===== src/rtl/tile_state_ctrl.sv =====
// Playfield tile-state RAM with scan-tracking tile counters and a single shared port
// arbitrated between display reads, a bulk clear sequencer and one game-logic writer.
module tile_state_ctrl #(
  parameter int TILE_PX  = 30,
  parameter int X_OFFSET = 80,
  parameter int H_TOTAL  = 800,
  parameter int V_TOTAL  = 525,
  parameter int STATE_W  = 4
) (
  input  logic               Clk,
  input  logic               Reset,
  input  logic               pix_en,
  input  logic [9:0]         DrawX,
  input  logic [9:0]         DrawY,
  output logic               pix_valid,
  output logic               in_field,
  output logic [STATE_W-1:0] tile_state,
  output logic [9:0]         rom_addr,
  input  logic               wr_req,
  input  logic [3:0]         wr_tile_x,
  input  logic [3:0]         wr_tile_y,
  input  logic [STATE_W-1:0] wr_state,
  output logic               wr_ack,
  input  logic               clr_req,
  output logic               busy
);

  localparam int FIELD_PX = 16 * TILE_PX;

  typedef enum logic {IDLE = 1'b0, CLEAR = 1'b1} clr_state_t;

  clr_state_t         state_r, state_s;
  logic [7:0]         clr_idx_r, clr_idx_s;
  logic [3:0]         tx_r, ty_r;
  logic [4:0]         subx_r, suby_r;
  logic [STATE_W-1:0] ram_r [0:255];
  logic               clr_grant_s, wr_grant_s, in_field_s;
  logic [9:0]         rom_addr_s;

  // Port arbitration: the display read always owns a pix_en cycle; the clear beats the writer.
  always_comb begin
    clr_grant_s = 1'b0;
    wr_grant_s  = 1'b0;
    if (Reset || pix_en) begin
      clr_grant_s = 1'b0;
      wr_grant_s  = 1'b0;
    end else if (state_r == CLEAR) begin
      clr_grant_s = 1'b1;
    end else if (wr_req) begin
      wr_grant_s = 1'b1;
    end else begin
      wr_grant_s = 1'b0;
    end
  end

  assign wr_ack = wr_grant_s;
  assign busy   = (state_r == CLEAR);

  // Clear sequencer next state; a new clr_req always restarts the sweep from tile 0.
  always_comb begin
    state_s   = state_r;
    clr_idx_s = clr_idx_r;
    if (clr_req) begin
      state_s   = CLEAR;
      clr_idx_s = 8'd0;
    end else if (clr_grant_s) begin
      clr_idx_s = clr_idx_r + 8'd1;
      if (clr_idx_r == 8'd255) begin
        state_s = IDLE;
      end else begin
        state_s = CLEAR;
      end
    end else begin
      state_s   = state_r;
      clr_idx_s = clr_idx_r;
    end
  end

  // Clear sequencer state register; reset enters CLEAR so stale RAM is never shown.
  always_ff @(posedge Clk) begin
    if (Reset) begin
      state_r   <= CLEAR;
      clr_idx_r <= 8'd0;
    end else begin
      state_r   <= state_s;
      clr_idx_r <= clr_idx_s;
    end
  end

  // RAM write port, shared by the clear sweep and the game-logic writer.
  always_ff @(posedge Clk) begin
    if (clr_grant_s) begin
      ram_r[clr_idx_r] <= '0;
    end else if (wr_grant_s) begin
      ram_r[{wr_tile_y, wr_tile_x}] <= wr_state;
    end
  end

  // Tile counters describe the pixel on DrawX/DrawY; updates prepare the next pixel.
  always_ff @(posedge Clk) begin
    if (Reset) begin
      tx_r   <= 4'd0;
      subx_r <= 5'd0;
      ty_r   <= 4'd0;
      suby_r <= 5'd0;
    end else if (pix_en) begin
      if (DrawX == 10'(X_OFFSET - 1)) begin
        tx_r   <= 4'd0;
        subx_r <= 5'd0;
      end else if (subx_r == 5'(TILE_PX - 1)) begin
        tx_r   <= tx_r + 4'd1;
        subx_r <= 5'd0;
      end else begin
        subx_r <= subx_r + 5'd1;
      end
      if (DrawX == 10'(H_TOTAL - 1)) begin
        if (DrawY == 10'(V_TOTAL - 1)) begin
          ty_r   <= 4'd0;
          suby_r <= 5'd0;
        end else if (suby_r == 5'(TILE_PX - 1)) begin
          ty_r   <= ty_r + 4'd1;
          suby_r <= 5'd0;
        end else begin
          suby_r <= suby_r + 5'd1;
        end
      end
    end
  end

  // Field test and suby*30+subx using shifts only.
  always_comb begin
    in_field_s = (DrawX >= 10'(X_OFFSET)) && (DrawX < 10'(X_OFFSET + FIELD_PX)) &&
                 (DrawY < 10'(FIELD_PX));
    rom_addr_s = ({5'd0, suby_r} << 5) - ({5'd0, suby_r} << 1) + {5'd0, subx_r};
  end

  // Display read and output registers; outputs hold between strobes.
  always_ff @(posedge Clk) begin
    if (Reset) begin
      pix_valid  <= 1'b0;
      in_field   <= 1'b0;
      tile_state <= '0;
      rom_addr   <= 10'd0;
    end else if (pix_en) begin
      pix_valid  <= 1'b1;
      in_field   <= in_field_s;
      tile_state <= in_field_s ? ram_r[{ty_r, tx_r}] : '0;
      rom_addr   <= in_field_s ? rom_addr_s : 10'd0;
    end else begin
      pix_valid  <= 1'b0;
    end
  end

endmodule


===== config.mk =====
export PLATFORM = sky130hd
export DESIGN_NAME = tile_state_ctrl
export DESIGN_NICKNAME = d
export VERILOG_FILES = /design/src/rtl/tile_state_ctrl.sv
export SDC_FILE = /design/constraint.sdc
export NUM_CORES = 1
export LEC_CHECK = 0
export ABC_AREA = 1
export BUFFER_PORTS_ARGS = -buffer_cell sky130_fd_sc_hd__buf_2
export CAP_MARGIN = 5
export CORE_MARGIN = 2
export CORE_UTILIZATION = 60
export DETAILED_ROUTE_END_ITERATION = 10
export PLACE_DENSITY_LB_ADDON = 0.08
export SYNTH_ARGS = -nofsm -noshare
export SYNTH_HDL_FRONTEND = slang
export SYNTH_SLANG_ARGS = --single-unit
export TNS_END_PERCENT = 100

===== constraint.sdc =====
create_clock -name Clk -period 25 [get_ports Clk]
set_clock_uncertainty 0.15 [all_clocks]
set_input_delay 2.5 -clock Clk [delete_from_list [all_inputs] [get_ports Clk]]
set_output_delay 2.5 -clock Clk [all_outputs]
set_load 0.05 [all_outputs]

==> results.json <==
{
  "detailed_place_hpwl_um": 64900,
  "wl_per_cell_um": 21.2,
  "ys_seq_elements": 1067,
  "min_path_type": "flop to flop",
  "synth_top_family_by_area": "simple AND/OR/NAND/NOR gates",
  "synth_edf_count": 1024,
  "fp.dieW_um": 280,
  "finish.utilization": 0.657,
  "core_region_area_um2": 75600,
  "synth-xor-area-share": 0.00154,
  "via_per_inst": 5.72,
  "rows": 101,
  "syn_area_per_cell_um2": 10.5,
  "synth_fa_ha_area_frac": 0.00357,
  "cts_hold_buf": 0,
  "fill_cells": 5930,
  "cts_tree": "built",
  "r2r_cells": 16,
  "drt_iter0_drc": 2700,
  "setup-violations-final": 0,
  "rr_endpoint": "tile_state[0]$_SDFFE_PP0P_",
  "min_to": "tile_state[0]$_SDFFE_PP0P_",
  "muxShareOfSynthArea": 0,
  "antenna_found_initial": 0,
  "setup_tns_ns": 0,
  "num-nets-final": 4334,
  "place_ws_ns": 17.50,
  "seq_area_frac_synth": 0.693,
  "yosysWarnings": 0,
  "async_flop_share": 0,
  "vias": 30620,
  "drcViolationCount": 0,
  "power.total_mw": 3.46,
  "leakagePower_nw": 19.5,
  "synth.most_common_cell": "nand2_1",
  "yosys.area.top_type": "edfxtp_1",
  "drt_pass1_iterations": 5,
  "fp.dieH_um": 280,
  "cap_viol_max_count": 0,
  "ys.flop_type": "edfxtp_1",
  "fp.dieArea_um2": 78200,
  "startpoint_type": "input port",
  "clockBufferDepth": 3,
  "cts_num_sinks": 1067,
  "cp-end-kind": "flop",
  "grt_start_max_net_pins": 217,
  "clk_pin_slew_ns": 0.06,
  "synthSimpleGateAreaFrac": 0.235,
  "fmax_mhz": 148,
  "cts_resized": 0,
  "cts-root-buf": "clkbuf_16",
  "tightest_slew_ns": 1.09,
  "synthCells": 4331,
  "synth_nets": 4381,
  "cp.arrival_ns": 6.94,
  "grt_pass1_wl_um": 171000,
  "antennaDiodeCount": 0,
  "clk-insertion-delay-late_ns": 0.67,
  "fin_crit_sh": 0.271,
  "synth_area_um2": 45600,
  "io_pins": 55,
  "drt_wl_total_um": 113000,
  "gr-total-overflow": 0,
  "synth_top_area_share": 0.675,
  "synth_compound_area_frac": 0.0209,
  "synthTopCellsByArea": "edfxtp_1 (67%), nand2_1 (11%), nand3_1 (7.9%), nor2_1 (4.4%), dfxtp_1 (1.9%)",
  "power_density_nw_per_um2": 69.7,
  "grt_pass1_vias": 29543,
  "reg2reg_from": "tx_r[0]$_SDFFE_PP0P_",
  "critPathMaxFanout": 86,
  "synth.top_cells.by_count": "nand2_1 (1281), edfxtp_1 (1024), nand3_1 (716)",
  "hp-start": "tile_state[0]$_SDFFE_PP0P_",
  "maxSlewHeadroom": 0.275,
  "htreeDepth": 3,
  "cp.required_ns": 25.18,
  "layout-drive-gt1-share": 0.0652,
  "port-buffer-count": 54,
  "place_congestion": 0.848,
  "synth_cell_types": 40,
  "area_growth_pct": 8.88,
  "status": "finished clean",
  "start_util": 0.603,
  "finalHoldViolations": 0,
  "rrSetupSlack_ns": 20.37,
  "ant_nets": 0,
  "fin_ws_ns": 18.24,
  "rsz0062_at_grt": "no",
  "post_cts_buffers": 0,
  "fin_crit_ns": 6.76,
  "cts_buffers": 107,
  "peakVddDrop_v": 0.0000575,
  "critPathKind": "input port to flop",
  "grt_use_total": 0.290,
  "slew_viol_final": 0,
  "hold_path_depth": 2
}
## worst max-delay path by stage
stage	start	endpoint	slack (ns)	depth (start not counted)
2_1_floorplan	Reset	ram_r[0][0]$_DFFE_PP_	14.48	5
3_3_place_gp	Reset	ram_r[61][3]$_DFFE_PP_	17.50	7
5_1_grt	Reset	ram_r[35][3]$_DFFE_PP_	17.89	7
4_1_cts	Reset	ram_r[189][3]$_DFFE_PP_	18.18	7
6_report	Reset	ram_r[127][3]$_DFFE_PP_	18.24	7
3_5_place_dp	Reset	ram_r[58][3]$_DFFE_PP_	17.50	7
## routing by layer
metal,track usage,part of all wire,vias up
li1,-,-,14575
met1,0.395,0.42,14724
met2,0.475,0.47,1074
met3,0.0458,0.068,247
met4,0.114,0.039,0
met5,0,0,-
## worst max-delay path: stages
cell and delay, ns:
buf_2 0.18, nor2_4 0.44, nand3_4 0.41, nor2_4 0.92, buf_4 0.67, buf_4 0.86, buf_4 0.84
## cell type report
class	count	area, um^2	share of cell area
flip-flops and latches	1067	31600	0.637
multi-input cells	2777	11900	0.241
clock buffers	147	2930	0.0591
well taps	978	1220	0.0247
inverters	227	870	0.0175
repair buffers	104	671	0.0135
clock inverters	49	367	0.00739
## placed cells by master, fill, tap and decap left out, types with 3 or more instances in the layout
| cell | instances |
|---|---|
| nor3_1 | 17 |
| nor2_2 | 3 |
| ha_1 | 13 |
| clkinv_1 | 25 |
| nor2_4 | 9 |
| o21ai_2 | 4 |
| nand2_2 | 5 |
| nand4_1 | 10 |
| clkinv_2 | 16 |
| a21oi_1 | 27 |
| inv_2 | 8 |
| bufinv_16 | 4 |
| dfxtp_4 | 3 |
| o211ai_1 | 3 |
| clkinv_8 | 3 |
| inv_1 | 213 |
| nand2_1 | 1281 |
| buf_4 | 48 |
| a211oi_1 | 3 |
| nor4_1 | 4 |
| a31oi_1 | 3 |
| nor2_1 | 526 |
| nand3_1 | 716 |
| clkbuf_16 | 111 |
| buf_2 | 54 |
| clkbuf_1 | 34 |
| o21ai_0 | 130 |
| dfxtp_1 | 39 |
| xor2_1 | 8 |
| edfxtp_1 | 1024 |
| inv_8 | 3 |
## sequential cells by signal, indices dropped and copies added (netlist names), 4 cells and up
register	flops
subx_r	5
ram_r	1024
rom_addr	10
suby_r	5
tile_state	4
ty_r	4
tx_r	4
clr_idx_r	8
## report_power, final
group / switching (mW) / leakage, nW / internal (mW)
Combinational: 0.0142 / 5.75 / 0.00564
Sequential: 0.000885 / 12.1 / 1.93
Clock: 0.651 / 1.61 / 0.859
Total: 0.666 / 19.5 / 2.79
## per-stage QoR
stage / cells / hold WS [ns] / area [um^2]
6_report: 5349 / 0.301 / 49600
5_1_grt: 5349 / 0.334 / 49600
4_1_cts: 5349 / 0.301 / 49600
3_5_place_dp: 5153 / 0.286 / 46300
3_3_place_gp: 5153 / 0.287 / 46300
2_1_floorplan: 4331 / 0.284 / 45600
## kinds of logic after synthesis
group | after synthesis
AOI/OAI and AO/OA | 178
xor gates and xnor gates | 8
adders and majority gates | 13
buffers and inverters | 487
DFF | 1067
and+or+nand+nor | 2578
No activity file was read; power rests on OpenSTA's default activity.
